--- config.mk ---
export PLATFORM = sky130hd
export DESIGN_NAME = alu_mw_top_flat
export DESIGN_NICKNAME = d
export VERILOG_FILES = /design/src/rtl/alu_pkg.sv /design/src/rtl/alu_mw_seq_if.sv /design/src/rtl/alu64bit.sv /design/src/rtl/alu_mw_top.sv /design/src/rtl/alu_mw_seq.sv /design/src/flat_wrapper.sv
export SDC_FILE = /design/constraint.sdc
export NUM_CORES = 2
export LEC_CHECK = 0
export ABC_AREA = 1
export CAP_MARGIN = 40
export CORE_UTILIZATION = 30
export CTS_BUF_LIST = sky130_fd_sc_hd__clkbuf_8
export DETAILED_ROUTE_END_ITERATION = 10
export GPL_TIMING_DRIVEN = 0
export SYNTH_ARGS = -nofsm -noshare
export SYNTH_HDL_FRONTEND = slang
export SYNTH_SLANG_ARGS = --single-unit
--- constraint.sdc ---
create_clock -name clk -period 3.9 [get_ports clk]
set_clock_uncertainty 0.05 [all_clocks]
set_input_delay 0.78 -clock clk [delete_from_list [all_inputs] [get_ports clk]]
set_output_delay 0.78 -clock clk [all_outputs]
set_load 0.01 [all_outputs]
--- src/rtl/alu_pkg.sv ---
// Shared types for the multi-word ALU sequencer and the 64-bit ALU it drives.
package alu_pkg;

    localparam int WORD_W = 64;

    typedef logic [1:0] alu_op_t;

    localparam alu_op_t OP_ADD = 2'd0;
    localparam alu_op_t OP_SUB = 2'd1;
    localparam alu_op_t OP_AND = 2'd2;
    localparam alu_op_t OP_XOR = 2'd3;

    typedef enum logic [1:0] {
        IDLE = 2'd0,
        RUN  = 2'd1,
        DONE = 2'd2
    } seq_state_t;

endpackage

--- src/rtl/alu_mw_seq_if.sv ---
// Request/response handshake bus for one NWORDS*64-bit ALU operation.
interface alu_mw_seq_if #(
    parameter int NWORDS = 4
);
    import alu_pkg::*;

    localparam int WIDTH = WORD_W * NWORDS;

    logic             req_valid;
    logic             req_ready;
    logic [WIDTH-1:0] req_a;
    logic [WIDTH-1:0] req_b;
    logic             req_cin;
    alu_op_t          req_op;

    logic             rsp_valid;
    logic             rsp_ready;
    logic [WIDTH-1:0] rsp_s;
    logic             rsp_cout;

    modport master (
        output req_valid, req_a, req_b, req_cin, req_op, rsp_ready,
        input  req_ready, rsp_valid, rsp_s, rsp_cout
    );

    modport slave (
        input  req_valid, req_a, req_b, req_cin, req_op, rsp_ready,
        output req_ready, rsp_valid, rsp_s, rsp_cout
    );

endinterface

--- src/rtl/alu64bit.sv ---
// Purely combinational 64-bit ALU: ADD, SUB (a + ~b + cin), AND, XOR.
module alu64bit
    import alu_pkg::*;
(
    input  logic [WORD_W-1:0] a,
    input  logic [WORD_W-1:0] b,
    input  logic              cin,
    input  alu_op_t           op,
    output logic [WORD_W-1:0] s,
    output logic              cout
);

    logic [WORD_W:0] sum;

    // Logic ops report cout=0; the sequencer forwards whatever comes out.
    always_comb begin
        sum = '0;
        case (op)
            OP_ADD:  sum = {1'b0, a} + {1'b0, b} + {{WORD_W{1'b0}}, cin};
            OP_SUB:  sum = {1'b0, a} + {1'b0, ~b} + {{WORD_W{1'b0}}, cin};
            OP_AND:  sum = {1'b0, a & b};
            default: sum = {1'b0, a ^ b};
        endcase
        s    = sum[WORD_W-1:0];
        cout = sum[WORD_W];
    end

endmodule

--- src/rtl/alu_mw_top.sv ---
// Integration wrapper: multi-word sequencer beside the 64-bit combinational ALU.
module alu_mw_top
    import alu_pkg::*;
#(
    parameter int NWORDS = 4
) (
    input  logic        clk,
    input  logic        rst,
    alu_mw_seq_if.slave bus
);

    logic [WORD_W-1:0] alu_a;
    logic [WORD_W-1:0] alu_b;
    logic              alu_cin;
    alu_op_t           alu_op;
    logic [WORD_W-1:0] alu_s;
    logic              alu_cout;

    alu_mw_seq #(.NWORDS(NWORDS)) u_seq (
        .clk      (clk),
        .rst      (rst),
        .bus      (bus),
        .alu_a    (alu_a),
        .alu_b    (alu_b),
        .alu_cin  (alu_cin),
        .alu_op   (alu_op),
        .alu_s    (alu_s),
        .alu_cout (alu_cout)
    );

    alu64bit u_alu (
        .a    (alu_a),
        .b    (alu_b),
        .cin  (alu_cin),
        .op   (alu_op),
        .s    (alu_s),
        .cout (alu_cout)
    );

endmodule

--- src/rtl/alu_mw_seq.sv ---
// Multi-word sequencer: feeds a combinational 64-bit ALU one word per cycle, LSW first,
// chaining carry through a register and assembling the full-width result.
module alu_mw_seq
    import alu_pkg::*;
#(
    parameter int NWORDS = 4
) (
    input  logic              clk,
    input  logic              rst,
    alu_mw_seq_if.slave       bus,
    output logic [WORD_W-1:0] alu_a,
    output logic [WORD_W-1:0] alu_b,
    output logic              alu_cin,
    output alu_op_t           alu_op,
    input  logic [WORD_W-1:0] alu_s,
    input  logic              alu_cout
);

    localparam int IDX_W = (NWORDS > 1) ? $clog2(NWORDS) : 1;
    localparam logic [IDX_W-1:0] LAST_IDX = IDX_W'(NWORDS - 1);

    typedef logic [NWORDS-1:0][WORD_W-1:0] words_t;

    seq_state_t       state_q, state_d;
    logic [IDX_W-1:0] idx_q, idx_d;
    logic             carry_q, carry_d;
    alu_op_t          op_q, op_d;
    words_t           a_q, a_d;
    words_t           b_q, b_d;
    words_t           res_q, res_d;

    logic accept;
    logic last;

    assign accept = (state_q == IDLE) && bus.req_valid;
    assign last   = (idx_q == LAST_IDX);

    // State register
    always_ff @(posedge clk) begin
        if (rst) state_q <= IDLE;
        else     state_q <= state_d;
    end

    // Next-state logic
    always_comb begin
        state_d = state_q;
        case (state_q)
            IDLE:    if (bus.req_valid) state_d = RUN;
            RUN:     if (last)          state_d = DONE;
            DONE:    if (bus.rsp_ready) state_d = IDLE;
            default:                    state_d = IDLE;
        endcase
    end

    // Datapath next values: operand latch on accept, word capture while running
    always_comb begin
        idx_d   = idx_q;
        carry_d = carry_q;
        op_d    = op_q;
        a_d     = a_q;
        b_d     = b_q;
        res_d   = res_q;
        if (accept) begin
            a_d     = bus.req_a;
            b_d     = bus.req_b;
            op_d    = bus.req_op;
            carry_d = bus.req_cin;
            idx_d   = '0;
        end else if (state_q == RUN) begin
            res_d[idx_q] = alu_s;
            carry_d      = alu_cout;
            idx_d        = last ? '0 : idx_q + IDX_W'(1);
        end
    end

    always_ff @(posedge clk) begin
        if (rst) begin
            idx_q   <= '0;
            carry_q <= 1'b0;
            op_q    <= '0;
            a_q     <= '0;
            b_q     <= '0;
            res_q   <= '0;
        end else begin
            idx_q   <= idx_d;
            carry_q <= carry_d;
            op_q    <= op_d;
            a_q     <= a_d;
            b_q     <= b_d;
            res_q   <= res_d;
        end
    end

    // Outputs: ALU bus only live in RUN, response only live in DONE
    always_comb begin
        bus.req_ready = (state_q == IDLE);
        bus.rsp_valid = (state_q == DONE);
        bus.rsp_s     = '0;
        bus.rsp_cout  = 1'b0;
        alu_a         = '0;
        alu_b         = '0;
        alu_cin       = 1'b0;
        alu_op        = '0;
        if (state_q == RUN) begin
            alu_a   = a_q[idx_q];
            alu_b   = b_q[idx_q];
            alu_cin = carry_q;
            alu_op  = op_q;
        end
        if (state_q == DONE) begin
            bus.rsp_s    = res_q;
            bus.rsp_cout = carry_q;
        end
    end

endmodule

--- src/flat_wrapper.sv ---
// flat-port wrapper written by rule: the top's interface ports become plain ports
module alu_mw_top_flat import alu_pkg::*;
#(
    parameter int NWORDS = 4
)
  (clk, rst, bus_req_valid, bus_req_a, bus_req_b, bus_req_cin, bus_req_op, bus_rsp_ready, bus_req_ready, bus_rsp_valid, bus_rsp_s, bus_rsp_cout);
  alu_mw_seq_if #(.NWORDS(NWORDS)) bus_i ();
  input  logic clk;
  input  logic rst;
  input wire logic [$bits(bus_i.req_valid)-1:0] bus_req_valid;
  input wire logic [$bits(bus_i.req_a)-1:0] bus_req_a;
  input wire logic [$bits(bus_i.req_b)-1:0] bus_req_b;
  input wire logic [$bits(bus_i.req_cin)-1:0] bus_req_cin;
  input wire logic [$bits(bus_i.req_op)-1:0] bus_req_op;
  input wire logic [$bits(bus_i.rsp_ready)-1:0] bus_rsp_ready;
  output wire logic [$bits(bus_i.req_ready)-1:0] bus_req_ready;
  output wire logic [$bits(bus_i.rsp_valid)-1:0] bus_rsp_valid;
  output wire logic [$bits(bus_i.rsp_s)-1:0] bus_rsp_s;
  output wire logic [$bits(bus_i.rsp_cout)-1:0] bus_rsp_cout;
  assign bus_i.req_valid = bus_req_valid;
  assign bus_i.req_a = bus_req_a;
  assign bus_i.req_b = bus_req_b;
  assign bus_i.req_cin = bus_req_cin;
  assign bus_i.req_op = bus_req_op;
  assign bus_i.rsp_ready = bus_rsp_ready;
  assign bus_req_ready = bus_i.req_ready;
  assign bus_rsp_valid = bus_i.rsp_valid;
  assign bus_rsp_s = bus_i.rsp_s;
  assign bus_rsp_cout = bus_i.rsp_cout;
  alu_mw_top #(.NWORDS(NWORDS)) u_core (.clk(clk), .rst(rst), .bus(bus_i));
endmodule
# Word-level counts from Yosys, hierarchy flattened
# Index checks and enable logic that the tools add are counted.
classes:
  multipliers: 0
  reduce_logical: 8
  n_mux: 21
  n_eq_ne: 8
  n_addsub: 5
  n_shift: 0
  magnitude_cmp: 2
  bitwise_logic: 4
  n_div: 0
op_table:
  columns: ["op", "count"]
  rows:
  - ["$mux 64", 5]
  - ["$bmux 64 s2", 2]
  - ["$bwmux 256", 1]
  - ["$mux 256", 1]
  - ["$pmux 65 s3", 1]
  - ["$add 64x64->65", 2]
  - ["$add 65x1->65", 2]
  - ["$demux 64 s2", 1]
  - ["$and 64x64->64", 1]
  - ["$not 64->64", 1]
  - ["$xor 64x64->64", 1]
  - ["$mux 2", 5]
  - ["$eq 2x2->1 const B", 3]
  - ["$ne 2x2->1 const B", 3]
  - ["$pmux 2 s3", 1]
  - ["$eq 2x1->1 const B", 2]
  - ["$logic_not 2->1", 2]
  - ["$mux 1", 4]
  - ["$lt 2x3->1 const B", 1]
  - ["$reduce_and 3->1", 1]
  - ["$add 2x1->2 const B", 1]
  - ["$ge 2x1->1 const B", 1]
  - ["$logic_and 1x1->1", 2]
  - ["$reduce_and 2->1", 1]
  - ["other kinds (3)", 3]
totals:
  ram_bits: 0
  out_inout_bits: 259
  input_bits: 519
  romBits: 0
  mem_count: 0
  word_cells: 64
  ff_bits: 775
  latch_bits: 0

# Logic depth before layout (Yosys ltp)
depth:
  ltp_word: 9
  mapped_depth: 28
  ltp_nobuf: 24

# Modules after synthesis
# A second synthesis with hierarchy kept.
unflattened:
  cells_unflattened: 8691
  hier_area_um2: 49376.1
by_module_without_submodules:
  columns: ["module", "n_inst", "cells_per_inst", "seq_area_each_um2", "area_per_inst_um2"]
  rows:
  - ["alu_mw_seq", 1, 5689, 15514.9, 35401.5]
  - ["alu64bit", 1, 3002, 0.0, 13974.7]

# Least setup slack after synthesis
# Ideal clock, no wire load.
synth_timing:
  kind: "reg2reg"
  start: "register u_core.u_seq.idx_q[0]"
  end: "register u_core.u_seq.res_q[124] (netlist name)"
  period_less_slack_ns: 3.784
  arrival_time_ns: 3.617
  required_ns: 3.733
  slack_ns: 0.116
  setup_ns: 0.117
  n_path_buf: 3
  stages_incl_launch_ff: 27
  path_cell_list: "dfxtp_1 > clkbuf_1 > clkbuf_1 > clkbuf_1 > nor2_1 > nor2_1 > o21ai_0 > a21oi_1 > inv_1 > fa_1 > fa_1 > inv_1 > nand3_1 > nand2_2 > nand2_1 > nand2_1 > nand2_1 > nand2_1 > nand2_1 > nand2_1 > nand2_1 > nand2_1 > nand2_1 > nand3_1 > nand4_2 > nor2_1 > nor2_1"
synth_between:
  elab_chain_len: 8
  word_cells_on_any_way: 20
  cone_classes: "add/sub: 4; order compare: 2; mux: 10; bitwise: 3; reduce/logical: 1"
synth_rtl:
  columns: ["element", "line", "source"]
  rows:
  - ["start, declared", "alu_mw_seq.sv:25", "logic [IDX_W-1:0] idx_q, idx_d;"]
  - ["start signal, assigned", "alu_mw_seq.sv:85", "idx_q <= idx_d;"]
  - ["$bmux 64 s2", "alu_mw_seq.sv:106", "alu_b = b_q[idx_q];"]
  - ["$mux 64 (not written as such)", "alu_mw_seq.sv:106", null]
  - ["$mux 64", "alu_mw_seq.sv:104", "if (state_q == RUN) begin"]
  - ["$not 64->64", "alu64bit.sv:20", "OP_SUB: sum = {1'b0, a} + {1'b0, ~b} + {{WORD_W{1'b0}}, cin};"]
  - ["$add 64x64->65", "alu64bit.sv:20", null]
  - ["$add 65x1->65", "alu64bit.sv:20", null]
  - ["$pmux 65 s3", "alu64bit.sv:18", "case (op)"]
  - ["$bwmux 256 *", "alu_mw_seq.sv:70", "res_d[idx_q] = alu_s;"]
  - ["end signal, assigned", "alu_mw_seq.sv:90", "res_q <= res_d;"]
  - ["end, declared", "alu_mw_seq.sv:30", "words_t res_q, res_d;"]
# Every way passes the cells marked *; elsewhere a longest branch is shown, timed or not. The select of a mux whose other input is x is not followed.
# A chain may end at the register's enable or synchronous reset.

# Worst setup path in the final report
layout_timing:
  start: "register u_core.u_seq.idx_q[0]"
  end: "register u_core.u_seq.res_q[255] (netlist name)"
# Same word-level chain as after synthesis.

==> results.cfg <==
[worst_setup_path]
crit_fanout = 10
critPathMostFrequentCell = nand2_1
critPathKind = reg -> reg
cp_num_buf_inv = 6
endpoint_kind = flop
critical_path_required_ns = 4.60
cp.arrival_ns = 4.83
slowest_stage = dfxtp_4
slowest_delay_ns = 0.46
crit_family = simple AND/OR/NAND/NOR gates
critPathLaunchType = flop

[floorplan]
die_y_um = 395.0
rows = 143
core-area_um2 = 152600
dieArea_um2 = 156100
start_util = 0.3037
die_w_um = 395.0
ios = 778

[yosys]
synth-adder-area-share = 0.03736
synth-edff-count = 0
synth_cell_types = 49
yosysTopAreaCell = dfxtp_1
synth_nets = 8467
synth_top_family_by_area = simple AND/OR/NAND/NOR gates
synth-async-reset-ratio = 0
synth_xor_area_frac = 0.001890
synth_top_area_share = 0.3348
synthCells = 7812
synth_area_leaders = dfxtp_1 (33%), nor2_1 (19%), o21ai_0 (12%), nand2_1 (9.7%), inv_1 (7.9%)
yosys-mux-area-fraction = 0
syn_avg_cell_area_um2 = 5.933
ys_seq_elements = 775
ys.warnings.count = 0
synth_ff_type = dfxtp_1
synth-simple-area-share = 0.3345
netlist_area_um2 = 46350
synth-compound-area-share = 0.1676
seq_area_frac_synth = 0.3348

[cts]
cts.sinks = 775
cts-root-buf = clkbuf_8
path_clk_slew_ns = 0.06
cts_made_buffers = 138
cts_tree = built
insertion_delay_ns = 0.92
cts_hold_buf = 0
cts_buffer_depth = 3
htree_levels = 4

[global_routing]
first_global_vias = 52820
gr-total-overflow = 0
grt_usage = 0.3360
antenna_found_initial = 25
grt_max_degree = 17
grt_use_met1 = 0.4360
grt_busiest_layer = met2
grt_pass1_wl_um = 376500
use_met3 = 0.04626
met2_usage = 0.5565

[min_path]
hp-class = reg -> reg

[sta]
period_needed_ns = 4.128
setup_viol = 211
slew_viol_final = 0
whs_ns = 0.4255
finalHoldViolations = 0
rsz0062_at_grt = true
max-slew-margin-rel = 0.3547
fin_crit_sh = 1.058
fmax_mhz = 242.3
tightest_slew_ns = 0.9578
fin_ws_ns = -0.2277

[placement]
place.gp.congestion = 1.048
pre_cts_ws_ns = -2.708
io_buffers = 777
dp_hpwl_um = 229400

[drt]
wl_per_cell_um = 24.59
drtPass1Iterations = 8
drt-initial-drc-count = 5153
wirelength_um = 270800
antenna_left = 0
vias = 55347
via_per_inst = 5.025
drcViolationCount = 0

[layout]
area.growth.synth_to_final_pct = 40.52
nets = 9547
final_util = 0.4267
layout_commonest_cell = nor2_1
layout-drive-gt1-share = 0.1458
final_cell_mix = nor2_1 (2,154), nand2_1 (1,073), inv_1 (996), o21ai_0 (905), clkdlybuf4s50_1 (777)

[status]
violations = negative setup slack
outcome = complete, but fails checks

[job]
maxCapViolCount = 0

[power]
powerDensity_nw_per_um2 = 377.3
p_leak_nw = 27.56
ir_worst_vdd_mv = 0.3139
[final cells by class]
class	instances	area, um^2
Antenna cell	7	17.52
Buffer	458	2698
Clock buffer	157	2161
Clock inverter	68	526.8
Fill cell	16635	87490
Inverter	999	3775
Multi-Input combinational cell	5576	28610
Sequential cell	775	15530
Tap cell	2030	2540
Timing Repair Buffer	944	9276
[tightest hold or removal path, cell delays in order, from the launching register on]
cell and delay, ns:
dfxtp_1 0.32, nor2_1 0.04, nor2_1 0.08
[cell families (layout without fill, tap and decap cells)]
kind of cell	after synthesis	after routing
buf+inv	1461	2626
fa+ha+maj	136	136
simple gates	3913	3913
flops	775	775
xor+xnor	10	10
compound gates	1517	1517
other cells	0	7
[state kept, by name, summed over array words and instances, names as in the netlist]
register / count
u_core.u_seq.a_q: 256
u_core.u_seq.b_q: 256
u_core.u_seq.carry_q: 1
u_core.u_seq.idx_q: 2
u_core.u_seq.op_q: 2
u_core.u_seq.res_q: 256
u_core.u_seq.state_q: 2
[through the flow]
stage / instances / TNS [ns] / total power [mW] / cell area (um^2)
final: 11014 / -20.36 / 24.57 / 65130
after global routing: 11012 / -46.58 / 25.56 / 65120
after CTS: 10980 / -17.34 / 24.11 / 63850
after detailed placement: 10660 / -509.58 / 15.56 / 57030
after global placement: 10619 / -606.56 / 15.47 / 56660
after floorplan: 7812 / 0 / 12.45 / 46350
[synthesized netlist by cell type, types with 4 or more instances]
cell type	instances
a21oi_1	378
a21oi_2	5
and2_1	4
buf_1	13
buf_2	53
buf_4	18
buf_6	14
clkbuf_1	358
clkbuf_4	4
dfxtp_1	775
fa_1	4
ha_1	132
inv_1	974
inv_2	23
nand2_1	1200
nand2_2	13
nand3_1	219
nand3_2	5
nand3b_1	4
nand4_1	41
nand4_2	19
nor2_1	2341
nor2_2	29
nor2_4	6
nor3_1	24
o2111ai_2	5
o211ai_1	15
o21ai_0	1090
o21bai_1	9
xor2_1	10
[report_power, final]
| part | total, mW | internal [mW] | switching [mW] |
|---|---|---|---|
| clock network | 7.75 | 4.08 | 3.67 |
| logic | 7.94 | 2.59 | 5.36 |
| registers | 8.88 | 8.48 | 0.397 |
| total | 24.6 | 15.1 | 9.42 |
[what timing repair did]
action | in CTS | in global routing
pin swaps | 128 | 74
cloned | 3 | 2
setup buffers | 95 | 27
gates resized for setup | 993 | 371
setup endpoints to repair | 493 | 248
[path summary, 6_finish.rpt]
check                                      from                                   end  slack [ns]  cells after the start
max          u_core.u_seq.idx_q[0]$_SDFFE_PP0N_  u_core.u_seq.res_q[255]$_SDFFE_PP0P_       -0.23                     26
min           u_core.u_seq.b_q[77]$_SDFFE_PP0P_     u_core.u_seq.b_q[77]$_SDFFE_PP0P_        0.43                      2
max reg2reg  u_core.u_seq.idx_q[0]$_SDFFE_PP0N_  u_core.u_seq.res_q[255]$_SDFFE_PP0P_       -0.23                     26
min reg2reg   u_core.u_seq.b_q[77]$_SDFFE_PP0P_     u_core.u_seq.b_q[77]$_SDFFE_PP0P_        0.43                      2
[metal layers]
metal / vias up / part of all wire / wire, um
li1: 26439 / - / -
met1: 26045 / 0.43 / 116200
met2: 2389 / 0.46 / 123500
met3: 468 / 0.068 / 18400
met4: 6 / 0.047 / 12710
met5: - / 0.00017 / 46
Note: power is estimated with default switching activity, not from simulation.
